--- config.mk ---
export PLATFORM = sky130hd
export DESIGN_NAME = cpu_run_ctrl
export DESIGN_NICKNAME = d
export VERILOG_FILES = /design/src/rtl/cpu_run_ctrl.sv
export SDC_FILE = /design/constraint.sdc
export NUM_CORES = 1
export LEC_CHECK = 0
export CAP_MARGIN = 20
export CORE_MARGIN = 10
export CORE_UTILIZATION = 45
export CTS_CLUSTER_SIZE = 20
export DETAILED_ROUTE_END_ITERATION = 8
export PLACE_DENSITY = 0.8
export SETUP_SLACK_MARGIN = 0.4
export SKIP_CTS_REPAIR_TIMING = 1
export SLEW_MARGIN = 20
export SYNTH_ARGS = -nofsm -noshare
export SYNTH_HDL_FRONTEND = slang
export SYNTH_SLANG_ARGS = --single-unit
--- constraint.sdc ---
create_clock -name clk -period 2.25 [get_ports clk]
set_input_delay 0.3375 -clock clk [delete_from_list [all_inputs] [get_ports clk]]
set_output_delay 0.3375 -clock clk [all_outputs]
set_load 0.1 [all_outputs]
--- src/rtl/cpu_run_ctrl.sv ---
// Run controller for a soft CPU: fills instruction memory with NOPs, accepts a
// streamed program, runs the CPU until a cycle or PC limit, then holds it halted.
module cpu_run_ctrl #(
  parameter int          IMEM_DEPTH = 128,
  parameter logic [31:0] NOP_WORD   = 32'h0000_0020,
  parameter int          MAX_CYCLES = 20000,
  parameter int          PC_LIMIT   = 100,
  parameter int          CYC_W      = 32
) (
  input  logic             clk,
  input  logic             rst,
  input  logic             start,
  input  logic             abort,
  input  logic             ld_valid,
  output logic             ld_ready,
  input  logic [31:0]      ld_addr,
  input  logic [31:0]      ld_data,
  input  logic             ld_last,
  output logic             imem_we,
  output logic [31:0]      imem_addr,
  output logic [31:0]      imem_wdata,
  output logic             cpu_rst_n,
  output logic             cpu_en,
  input  logic [31:0]      cpu_pc,
  output logic             halt,
  output logic [1:0]       halt_cause,
  output logic             done,
  output logic             err,
  output logic [CYC_W-1:0] cycles
);

  localparam int                FILL_W     = (IMEM_DEPTH > 1) ? $clog2(IMEM_DEPTH) : 1;
  localparam logic [FILL_W-1:0] FILL_LAST  = FILL_W'(IMEM_DEPTH - 1);
  localparam logic [32:0]       IMEM_BYTES = {IMEM_DEPTH[30:0], 2'b00};
  localparam logic [CYC_W-1:0]  CYC_LIMIT  = CYC_W'(MAX_CYCLES);
  localparam logic [31:0]       PC_LIM     = PC_LIMIT;

  typedef enum logic [2:0] {
    S_IDLE,
    S_FILL,
    S_LOAD,
    S_RUN,
    S_HALT
  } state_t;

  state_t             state_q, state_d;
  logic [FILL_W-1:0]  fill_cnt_q, fill_cnt_d;
  logic               wr_valid_q, wr_valid_d;
  logic [31:0]        wr_addr_q, wr_addr_d;
  logic [31:0]        wr_data_q, wr_data_d;
  logic               last_seen_q, last_seen_d;
  logic [CYC_W-1:0]   cycles_q, cycles_d;
  logic [1:0]         cause_q, cause_d;
  logic               done_q, done_d;
  logic               err_q, err_d;

  logic               handshake;
  logic               bad_addr;
  logic               cyc_hit;
  logic               pc_hit;

  assign ld_ready   = (state_q == S_LOAD) && !last_seen_q;
  assign handshake  = ld_ready && ld_valid;
  assign bad_addr   = (ld_addr[1:0] != 2'b00) || ({1'b0, ld_addr} >= IMEM_BYTES);
  assign cyc_hit    = (cycles_q == CYC_LIMIT);
  assign pc_hit     = ({2'b00, cpu_pc[31:2]} > PC_LIM);

  assign imem_we    = (state_q == S_FILL) || ((state_q == S_LOAD) && wr_valid_q);
  assign imem_addr  = (state_q == S_FILL) ? 32'({fill_cnt_q, 2'b00}) : wr_addr_q;
  assign imem_wdata = (state_q == S_FILL) ? NOP_WORD : wr_data_q;
  assign cpu_rst_n  = (state_q == S_RUN) || (state_q == S_HALT);
  assign cpu_en     = (state_q == S_RUN);
  assign halt       = (state_q == S_HALT);
  assign halt_cause = cause_q;
  assign done       = done_q;
  assign err        = err_q;
  assign cycles     = cycles_q;

  always_comb begin
    state_d     = state_q;
    fill_cnt_d  = fill_cnt_q;
    wr_valid_d  = 1'b0;
    wr_addr_d   = wr_addr_q;
    wr_data_d   = wr_data_q;
    last_seen_d = last_seen_q;
    cycles_d    = cycles_q;
    cause_d     = cause_q;
    done_d      = 1'b0;
    err_d       = err_q;

    unique case (state_q)
      S_IDLE: begin
        if (start) begin
          state_d     = S_FILL;
          fill_cnt_d  = '0;
          last_seen_d = 1'b0;
          cycles_d    = '0;
          cause_d     = 2'b00;
          err_d       = 1'b0;
        end
      end
      S_FILL: begin
        fill_cnt_d = fill_cnt_q + FILL_W'(1);
        if (fill_cnt_q == FILL_LAST) begin
          state_d     = S_LOAD;
          last_seen_d = 1'b0;
        end
      end
      S_LOAD: begin
        // The final write is issued during the cycle after the last handshake.
        if (last_seen_q) begin
          state_d  = S_RUN;
          cycles_d = '0;
        end else if (handshake) begin
          if (bad_addr) begin
            err_d = 1'b1;
          end else begin
            wr_valid_d = 1'b1;
            wr_addr_d  = ld_addr;
            wr_data_d  = ld_data;
          end
          if (ld_last) begin
            last_seen_d = 1'b1;
          end
        end
      end
      S_RUN: begin
        if (cyc_hit || pc_hit) begin
          cause_d = {pc_hit, cyc_hit};
          state_d = S_HALT;
          done_d  = 1'b1;
        end else if (cycles_q != '1) begin
          cycles_d = cycles_q + CYC_W'(1);
        end
      end
      S_HALT: begin
        if (start) begin
          state_d     = S_FILL;
          fill_cnt_d  = '0;
          last_seen_d = 1'b0;
          cycles_d    = '0;
          cause_d     = 2'b00;
          err_d       = 1'b0;
        end
      end
      default: begin
        state_d = S_IDLE;
      end
    endcase

    // Abort wins over everything, including a write captured this cycle.
    if (abort) begin
      state_d     = S_IDLE;
      fill_cnt_d  = '0;
      wr_valid_d  = 1'b0;
      last_seen_d = 1'b0;
      cycles_d    = '0;
      cause_d     = 2'b00;
      done_d      = 1'b0;
      err_d       = 1'b0;
    end
  end

  always_ff @(posedge clk or negedge rst) begin
    if (!rst) begin
      state_q     <= S_IDLE;
      fill_cnt_q  <= '0;
      wr_valid_q  <= 1'b0;
      wr_addr_q   <= '0;
      wr_data_q   <= '0;
      last_seen_q <= 1'b0;
      cycles_q    <= '0;
      cause_q     <= 2'b00;
      done_q      <= 1'b0;
      err_q       <= 1'b0;
    end else begin
      state_q     <= state_d;
      fill_cnt_q  <= fill_cnt_d;
      wr_valid_q  <= wr_valid_d;
      wr_addr_q   <= wr_addr_d;
      wr_data_q   <= wr_data_d;
      last_seen_q <= last_seen_d;
      cycles_q    <= cycles_d;
      cause_q     <= cause_d;
      done_q      <= done_d;
      err_q       <= err_d;
    end
  end

endmodule

==> impl_metrics.tcl <==
set metrics [dict create \
    cp-start-kind "flip-flop" \
    arrival_ps 3000 \
    final_area_um2 11600 \
    tightest_slew_ps 580 \
    die_width_um 133 \
    yosys_warnings 0 \
    most-common-layout-cells "buf_4, buf_12, dfrtp_1" \
    port_buffers 204 \
    synthFlopType "dfrtp_1" \
    holdWs_ps 528 \
    cts_tree "yes" \
    start_util_pct 45.9 \
    layout.nets 986 \
    synth_edf_count 0 \
    placed_area_um2 9490 \
    grt_setup_unrepaired "yes" \
    syn_to_final_growth_pct 101 \
    pin_count 207 \
    fp.dieH_um 133 \
    drt_iter0_markers 856 \
    r2r_slack_ps -520 \
    synthCells 561 \
    first_global_vias 5747 \
    relSlewSlack_pct 61.3 \
    clk_path_buf_depth 2 \
    drc_errors 0 \
    grt_pass1_wl_mm 32.8 \
    hold_path_class "flip-flop to flip-flop" \
    mostFrequentLayoutCell "buf_4" \
    synth_fp_nets 666 \
    fmax_ghz 0.361 \
    yosysUniqueCellTypes 50 \
    setup_violations 44 \
    crit_type "flip-flop to flip-flop" \
    ant_nets 0 \
    place.gp.congestion 0.892 \
    gr-usage-all-layers_pct 23.0 \
    vias 6929 \
    pre_cts_ws_ps -650 \
    grt-ovfl-total 0 \
    ir_drop_uv 626 \
    drive_above_1_share_pct 58.8 \
    fin_crit_ps 2770 \
    fin_crit_sh_pct 123 \
    h-tree-depth 3 \
    core_area_um2 12600 \
    critPathCaptureType "flip-flop" \
    syn_area_per_cell_um2 10.3 \
    fin_skew_ps 16.5 \
    maxCapViolCount 0 \
    status "finished, violations left" \
    setup_slack_ps -516 \
    wl_per_cell_um 32.2 \
    root_buffer "clkbuf_16" \
    leakagePower_nw 5.26 \
    violations "setup timing" \
    dr.pass1.iters 6 \
    clock_latency_ps 370 \
    p_per_area_nw_per_um2 644 \
    hold_viol_final 0 \
    cp.required_ps 2480 \
    synth_area_um2 5770 \
    num_rows 41 \
    totalWireLength_mm 34.1 \
    post-dp-hpwl_mm 15.8 \
    async_flop_share_pct 100 \
    synth-seq-area-share_pct 48.6 \
    crit_fanout 4 \
    antenna_found_initial 2 \
    die-area_um2 17700 \
    ys_seq_elements 112 \
    grt_max_degree 53 \
    viasPerCell 6.54 \
    cts_buffers 9 \
    cts.reportedPaths.clkPinSlew_ps 90 \
    drv_slew 0 \
    clock_sinks 112 \
]
[sequential cells by signal (all words and copies together) (netlist names)]
signal / cells
wr_addr_q: 32
err: 1
halt_cause: 2
fill_cnt_q: 7
cycles: 32
wr_data_q: 32
state_q: 3
done: 1
last_seen_q: 1
wr_valid_q: 1
[worst max-delay path: stages, from the launching register on]
cell	delay, ps
dfrtp_4	500
inv_4	70
ha_4	160
nor4b_4	280
and4_1	280
nand4_1	140
buf_6	180
a21oi_4	170
buf_12	150
buf_4	130
buf_4	120
o31ai_1	80
a21oi_1	350
[path summary, 6_finish.rpt]
| kind | cells after the start | from | to |
|---|---|---|---|
| worst max-delay path | 12 | cycles[0] | cycles[30] |
| worst min-delay path | 1 | wr_data_q[25] | wr_data_q[25] |
| worst max register to register | 12 | cycles[0] | cycles[30] |
| worst min register to register | 1 | wr_data_q[25] | wr_data_q[25] |
| max in group asynchronous | 3 | rst | wr_data_q[17] |
| min in group asynchronous | 2 | rst | wr_addr_q[12] |
[Yosys cell counts (all sizes together), types with 5 or more instances]
library cell	number	area [um^2]
nand4	13	100
or3	7	43.8
o31ai	23	173
or4	24	180
clkbuf	20	75.1
and4	6	52.6
dfrtp	112	2800
inv	5	18.8
nor2b	26	163
nor2	19	87.6
a21oi	31	159
and3	7	43.8
o21ai	14	70.1
and2	63	394
mux2	40	450
buf	21	159
nand3	18	90.1
nor3	6	51.3
nand2	49	186
nor4	19	131
nand2b	6	37.5
[routing by layer]
layer	GRT usage, %	vias up	wire length (um)
met5	0	-	0
met2	40.9	645	16800
li1	-	2672	-
met4	7.50	0	2210
met3	4.44	206	3280
met1	27.2	3406	11800
[power by group]
group | total (mW) | internal [mW] | switching, mW | leakage [nW]
logic | 3.50 | 1.49 | 2.00 | 3.61
registers | 2.15 | 2.06 | 0.0912 | 1.50
clock network | 1.84 | 1.00 | 0.834 | 0.155
total | 7.48 | 4.55 | 2.93 | 5.26
[final cells by class]
cell class / count / area [um^2]
antenna: 2 / 5.00
clock buffer: 11 / 243
clock inverter: 4 / 70.1
fill: 347 / 948
inverter: 5 / 23.8
multi-input combinational: 408 / 3920
sequential: 112 / 2900
tap: 172 / 215
timing repair buffer: 345 / 4240
[stage by stage]
stage	instances	utilization (%)	setup TNS (ps)	total power [mW]
6_report	1059	92.5	-8440	7.48
5_1_grt	1058	92.4	-8300	7.61
4_1_cts	987	78.0	-33540	5.93
3_5_place_dp	972	75.5	-29470	4.21
3_3_place_gp	972	75.5	-19940	4.15
2_1_floorplan	561	-	-25960	3.58
[logic make-up after synthesis]
kind of cell | count (synthesis) | share of synthesized area, %
adder cells (fa/ha/maj) | 3 | 0.651
multiplexers | 40 | 7.81
AO/OA/AOI/OAI | 85 | 9.46
XOR/XNOR | 3 | 0.456
AND/OR/NAND/NOR | 272 | 28.6
buffers and inverters | 46 | 4.38
flip-flops | 112 | 48.6
(Power assumes the default switching activity.)
